--- config.mk ---
export PLATFORM = sky130hd
export DESIGN_NAME = simple_cpu_mc
export DESIGN_NICKNAME = d
export VERILOG_FILES = /design/src/rtl/simple_cpu_mc.sv
export SDC_FILE = /design/constraint.sdc
export NUM_CORES = 1
export LEC_CHECK = 0
export CORE_UTILIZATION = 30
export CTS_CLUSTER_DIAMETER = 80
export DETAILED_ROUTE_END_ITERATION = 10
export GPL_TIMING_DRIVEN = 1
export HOLD_SLACK_MARGIN = 0.1
export PLACE_DENSITY = 0.42
export SYNTH_ARGS = -nofsm -noshare
export SYNTH_HDL_FRONTEND = slang
export SYNTH_SLANG_ARGS = --single-unit
--- constraint.sdc ---
create_clock -name clk -period 6.2 [get_ports clk]
set_input_delay 1.55 -clock clk [delete_from_list [all_inputs] [get_ports clk]]
set_output_delay 1.55 -clock clk [all_outputs]
set_load 0.01 [all_outputs]
--- src/rtl/simple_cpu_mc.sv ---
// simple_cpu_mc: multi-cycle core with register file, data memory, ALU flags
// and a debug register read port. One instruction in flight at a time.
module simple_cpu_mc #(
  parameter int unsigned DATA_WIDTH  = 8,
  parameter int unsigned ADDR_BITS   = 5,
  parameter int unsigned REG_COUNT   = 8,
  parameter int unsigned INSTR_WIDTH = 20
) (
  input  logic                          clk,
  input  logic                          rst,
  input  logic                          instr_valid,
  input  logic [INSTR_WIDTH-1:0]        instr,
  output logic                          instr_ready,
  output logic                          done,
  output logic                          err,
  output logic                          flag_zero,
  output logic                          flag_carry,
  input  logic [$clog2(REG_COUNT)-1:0]  dbg_sel,
  output logic [DATA_WIDTH-1:0]         dbg_data
);

  localparam int unsigned RB      = $clog2(REG_COUNT);
  localparam int unsigned DEPTH   = 2 ** ADDR_BITS;
  localparam int unsigned SW      = (DATA_WIDTH > ADDR_BITS) ? DATA_WIDTH : ADDR_BITS;
  localparam int unsigned RD_LSB  = INSTR_WIDTH - 4 - RB;
  localparam int unsigned RS1_LSB = RD_LSB - RB;
  localparam int unsigned RS2_LSB = RS1_LSB - RB;

  localparam logic [3:0] OP_ADD   = 4'd0;
  localparam logic [3:0] OP_SUB   = 4'd1;
  localparam logic [3:0] OP_AND   = 4'd2;
  localparam logic [3:0] OP_OR    = 4'd3;
  localparam logic [3:0] OP_XOR   = 4'd4;
  localparam logic [3:0] OP_SHL   = 4'd5;
  localparam logic [3:0] OP_SHR   = 4'd6;
  localparam logic [3:0] OP_LDI   = 4'd7;
  localparam logic [3:0] OP_LOAD  = 4'd8;
  localparam logic [3:0] OP_STORE = 4'd9;
  localparam logic [3:0] OP_NOP   = 4'd10;

  typedef enum logic [2:0] {
    S_IDLE,
    S_DECODE,
    S_EXEC,
    S_MEM,
    S_WB
  } state_t;

  state_t                  state;
  logic [INSTR_WIDTH-1:0]  instr_q;
  logic [3:0]              op_q;
  logic [RB-1:0]           rd_q;
  logic [DATA_WIDTH-1:0]   a_q;
  logic [DATA_WIDTH-1:0]   b_q;
  logic [ADDR_BITS-1:0]    imm_q;
  logic [ADDR_BITS-1:0]    addr_q;
  logic [DATA_WIDTH-1:0]   result_q;
  logic                    wr_en_q;

  logic [DATA_WIDTH-1:0]   regs [REG_COUNT];
  logic [DATA_WIDTH-1:0]   mem  [DEPTH];

  logic [3:0]              op_f;
  logic [RB-1:0]           rd_f;
  logic [RB-1:0]           rs1_f;
  logic [RB-1:0]           rs2_f;
  logic [ADDR_BITS-1:0]    imm_f;
  logic                    unused_instr_bits;

  logic [DATA_WIDTH:0]     sum_c;
  logic [DATA_WIDTH:0]     diff_c;
  logic                    shift_big_c;
  logic [ADDR_BITS-1:0]    addr_c;
  logic [DATA_WIDTH-1:0]   alu_res_c;
  logic                    alu_carry_c;

  // Field extraction from the latched instruction word
  assign op_f  = instr_q[INSTR_WIDTH-1 -: 4];
  assign rd_f  = instr_q[RD_LSB  +: RB];
  assign rs1_f = instr_q[RS1_LSB +: RB];
  assign rs2_f = instr_q[RS2_LSB +: RB];
  assign imm_f = instr_q[ADDR_BITS-1:0];
  assign unused_instr_bits = ^instr_q;

  assign dbg_data = regs[dbg_sel];

  // Datapath helpers; the extra MSB of sum/diff is carry-out / borrow
  assign sum_c       = {1'b0, a_q} + {1'b0, b_q};
  assign diff_c      = {1'b0, a_q} - {1'b0, b_q};
  assign shift_big_c = 32'(imm_q) >= DATA_WIDTH;
  assign addr_c      = ADDR_BITS'(SW'(a_q) + SW'(imm_q));

  // ALU result and carry for the operation held in op_q
  always_comb begin
    alu_res_c   = '0;
    alu_carry_c = 1'b0;
    case (op_q)
      OP_ADD: {alu_carry_c, alu_res_c} = sum_c;
      OP_SUB: {alu_carry_c, alu_res_c} = diff_c;
      OP_AND: alu_res_c = a_q & b_q;
      OP_OR:  alu_res_c = a_q | b_q;
      OP_XOR: alu_res_c = a_q ^ b_q;
      OP_SHL: alu_res_c = shift_big_c ? '0 : (a_q << imm_q);
      OP_SHR: alu_res_c = shift_big_c ? '0 : (a_q >> imm_q);
      OP_LDI: alu_res_c = DATA_WIDTH'(imm_q);
      default: ;
    endcase
  end

  // Control FSM with registered handshake, completion pulse and flags
  always_ff @(posedge clk) begin
    if (!rst) begin
      state       <= S_IDLE;
      instr_ready <= 1'b1;
      done        <= 1'b0;
      err         <= 1'b0;
      flag_zero   <= 1'b0;
      flag_carry  <= 1'b0;
      instr_q     <= '0;
      op_q        <= '0;
      rd_q        <= '0;
      a_q         <= '0;
      b_q         <= '0;
      imm_q       <= '0;
      addr_q      <= '0;
      result_q    <= '0;
      wr_en_q     <= 1'b0;
    end else begin
      done <= 1'b0;
      err  <= 1'b0;
      case (state)
        S_IDLE: begin
          if (instr_valid) begin
            instr_q     <= instr;
            instr_ready <= 1'b0;
            state       <= S_DECODE;
          end
        end
        S_DECODE: begin
          op_q    <= op_f;
          rd_q    <= rd_f;
          a_q     <= regs[rs1_f];
          b_q     <= regs[rs2_f];
          imm_q   <= imm_f;
          wr_en_q <= 1'b0;
          if (op_f > OP_NOP) begin
            done  <= 1'b1;
            err   <= 1'b1;
            state <= S_WB;
          end else begin
            state <= S_EXEC;
          end
        end
        S_EXEC: begin
          if (op_q == OP_LOAD || op_q == OP_STORE) begin
            addr_q <= addr_c;
            state  <= S_MEM;
          end else begin
            result_q <= alu_res_c;
            wr_en_q  <= (op_q <= OP_LDI);
            if (op_q <= OP_SHR) begin
              flag_zero  <= (alu_res_c == '0);
              flag_carry <= alu_carry_c;
            end
            done  <= 1'b1;
            state <= S_WB;
          end
        end
        S_MEM: begin
          // Read of the address latched in EXEC; stores commit on this edge
          if (op_q == OP_LOAD) begin
            result_q <= mem[addr_q];
            wr_en_q  <= 1'b1;
          end
          done  <= 1'b1;
          state <= S_WB;
        end
        S_WB: begin
          wr_en_q     <= 1'b0;
          instr_ready <= 1'b1;
          state       <= S_IDLE;
        end
        default: begin
          instr_ready <= 1'b1;
          state       <= S_IDLE;
        end
      endcase
    end
  end

  // Register file: reset to index values, written on the WB edge
  always_ff @(posedge clk) begin
    if (!rst) begin
      for (int unsigned i = 0; i < REG_COUNT; i++) begin
        regs[i] <= DATA_WIDTH'(i);
      end
    end else if (state == S_WB && wr_en_q) begin
      regs[rd_q] <= result_q;
    end
  end

  // Data memory: cleared on reset, store committed on the MEM edge
  always_ff @(posedge clk) begin
    if (!rst) begin
      for (int unsigned i = 0; i < DEPTH; i++) begin
        mem[i] <= '0;
      end
    end else if (state == S_MEM && op_q == OP_STORE) begin
      mem[addr_q] <= b_q;
    end
  end

endmodule

==> run summary <==
CTS tree -> done
Max-slew violation count -> 0
Seq/Total Area, Yosys -> 0.5487
Average cell area after synthesis -> 12.48 um^2
Root buf cell -> clkbuf_16
Hold WS -> 0.4669 ns
Total nets after synthesis -> 1674
Worst hold path type -> flip-flop to flip-flop
Area leader, netlist -> edfxtp_1
DIE WIDTH -> 261.3 um
Flops & latches, synth -> 393
Top cell by count, worst path -> clkdlybuf4s50_1
Placed Instance Area -> 0.02159 mm^2
Yosys warnings -> 0
Ranking of synthesized cells by area -> edfxtp_1 48%, mux4_2 15%, dfxtp_1 7.2%
Initial antenna violation count -> 2
DR WL/cell -> 24.32 um
Slew headroom -> 0.1812
Worst slack at placement -> 0.8887 ns
Overall Power -> 6.191 mW
FMAX -> 0.1884 GHz
# hold bufs at CTS -> 0
Die span in y -> 261.3 um
Cell at the slowest stage of the critical path -> clkdlybuf4s50_1
Clock Skew -> 0.02047 ns
Port Buffers -> 36
Primary FF master, synth -> edfxtp_1
Worst VDD drop -> 0.1592 mV
Resized cells post-CTS -> 0
Cell Count Post-Placement -> 2433
Area growth syn-to-layout -> 14.29%
Post-synth ARST share -> 0
RSZ-0062 raised after global routing -> no
Ant. Diodes -> 0
Gpl congestion -> 0.8424
Switching pwr -> 1.522 mW
Ports -> 39
Worst slew pin tran -> 1.215 ns
Worst-path fanout max -> 16
Cells along the critical path -> clkdlybuf4s50_1 -> mux4_2 -> mux2_2 -> clkdlybuf4s50_1
Crit-path leading delay family -> buffers and inverters
HPWL after DPL -> 40.10 mm
Maxcap violations -> 0
Fin area -> 0.02306 mm^2
1st-iter DRT viols -> 1126
Finished Core Util -> 0.3488
Total iterations of the first detailed-routing run -> 5
Fin crit period -> 5.308 ns
Post-CTS setup buffer count -> 0
Sinks on Clock Net -> 393
Power share of the sequential group -> 0.486
Vias -> 13490
CP Launch Type -> primary input
Pwr/cell area -> 268.5 mW/mm^2
Combinational power share -> 0.089
Fin Setup TNS -> 0 ns
Largest net degree at the start of global routing -> 54
Switching part of the total -> 0.2458
Crit end category -> output port
Synth top cells by count -> 320 x edfxtp_1, 253 x nor3_1, 133 x clkbuf_1
Rows -> 94
Most common cell in the netlist -> edfxtp_1
Vias in the first global route -> 13650
Data arrival time of the critical path -> 3.76 ns
Distinct cells, synth -> 70
Data required time at the worst endpoint -> 4.65 ns
Clock-pin slew on the worst setup and hold paths -> 0.06 ns
Leak Pwr -> 7.417 nW
Layout cell share with drive strength beyond 1 -> 0.1895
Number of H-tree levels -> 2
GR Overflow Total -> 0
Post-synth top area share -> 0.4763
Area of the die -> 0.06829 mm^2
Buf/Inv on CP -> 2
Fin crit share -> 0.8562
Clk pwr share -> 0.425
Vias/cell -> 5.360
Max incr delay on CP -> 0.99 ns
Hold Vio Cnt, Final -> 0
Crit Path Category -> primary input to output port
WL final -> 61.18 mm
Core area -> 0.06610 mm^2
Post-Syn Area -> 0.02018 mm^2
Worst setup margin -> 0.8916 ns
# setup viols final -> 0
Remaining DRCs -> 0
GRT Resource Usage Total -> 0.1822
Clock Latency Late Sink -> 0.59 ns
Fin nets -> 1675
Initial Util -> 0.3052
Status -> complete, no violations
Post-Synthesis Cells -> 1616
Int Pwr -> 4.669 mW
First-pass GRT wire length -> 91.81 mm
Antenna viol nets, final -> 0
Post-synth EDFFs -> 320
Total CTS buffers -> 46
CTS Buffer Depth -> 3
Non-filler cells, final -> 2516
## final cells by class
| class | count | area (um^2) |
|---|---|---|
| Clock buffer | 67 | 1354 |
| Clock inverter | 16 | 110.1 |
| Fill cell | 6474 | 43040 |
| Inverter | 29 | 108.9 |
| Multi-Input combinational cell | 1027 | 8341 |
| Sequential cell | 393 | 11080 |
| Tap cell | 864 | 1081 |
| Timing Repair Buffer | 120 | 988.4 |
## routing by layer
metal	vias up	GRT usage	part of all wire
met1	6911	0.2617	0.47
met3	73	0.02497	0.039
met4	2	0.04538	0.020
li1	6210	-	-
met5	-	0	0.00021
met2	291	0.2895	0.47
## state kept, by name, summed over array words and instances (netlist names), 3 cells and up, named ones only
signal	count
a_q	8
op_q	4
imm_q	5
rd_q	3
result_q	8
b_q	8
addr_q	5
mem	256
regs	64
instr_q	18
state	3
## worst min-delay path, stage by stage, from the launching register on
cell,delay [ns]
dfxtp_1,0.31
o21ai_0,0.06
nand2_1,0.05
## logic make-up (layout without fill, tap and decap cells)
logic type      count (synthesis)  count (layout)  synth area share
mux                           171             171            0.1670
xor+xnor                        5               5          0.002171
buf+inv                       196             232           0.03876
fa+ha+maj                      32              32           0.02096
flops                         393             393            0.5487
simple gates                  608             608            0.1540
compound gates                211             211           0.06834
## layout by cell type (no fill, tap or decap), types with 5 or more instances in the layout
cell type / instances
a221oi_1: 6
o31ai_1: 5
edfxtp_1: 320
mux2_2: 15
mux2i_1: 25
nand2b_1: 16
a211oi_1: 6
nor2_1: 45
clkbuf_1: 12
ha_1: 29
buf_4: 85
a2111oi_0: 5
o21bai_1: 5
nand3_1: 6
inv_1: 21
a21oi_1: 36
nand3b_1: 6
and3_1: 23
dfxtp_1: 71
o21ai_0: 66
a31oi_1: 6
nor2b_1: 14
nand2_1: 128
clkbuf_16: 49
mux4_2: 131
clkinv_1: 13
nor3_1: 252
nor3b_1: 5
a21boi_0: 32
clkdlybuf4s50_1: 35
clkbuf_8: 6
and2_1: 57
or3_1: 13
clkinv_2: 5
nor4_1: 19
## power groups by stage
stage | registers, mW | clock network [mW] | logic [mW]
2_1_floorplan | 3.02 | 0 | 0.356
3_3_place_gp | 3.06 | 0 | 0.554
3_5_place_dp | 3.06 | 0 | 0.555
4_1_cts | 3.01 | 2.70 | 0.557
5_1_grt | 3.02 | 2.78 | 0.600
6_report | 3.01 | 2.63 | 0.553
## final timing paths
check	start	end	slack, ns	depth (start not counted)
setup / recovery	dbg_sel[1]	dbg_data[2]	0.89	4
hold / removal	instr_ready$_SDFFE_PN1P_	instr_ready$_SDFFE_PN1P_	0.47	2
setup reg to reg	op_q[3]$_SDFFE_PN0P_	mem[23][3]$_SDFFCE_PN0P_	2.21	5
hold reg to reg	instr_ready$_SDFFE_PN1P_	instr_ready$_SDFFE_PN1P_	0.47	2
Power figures use the tool's default switching activity.
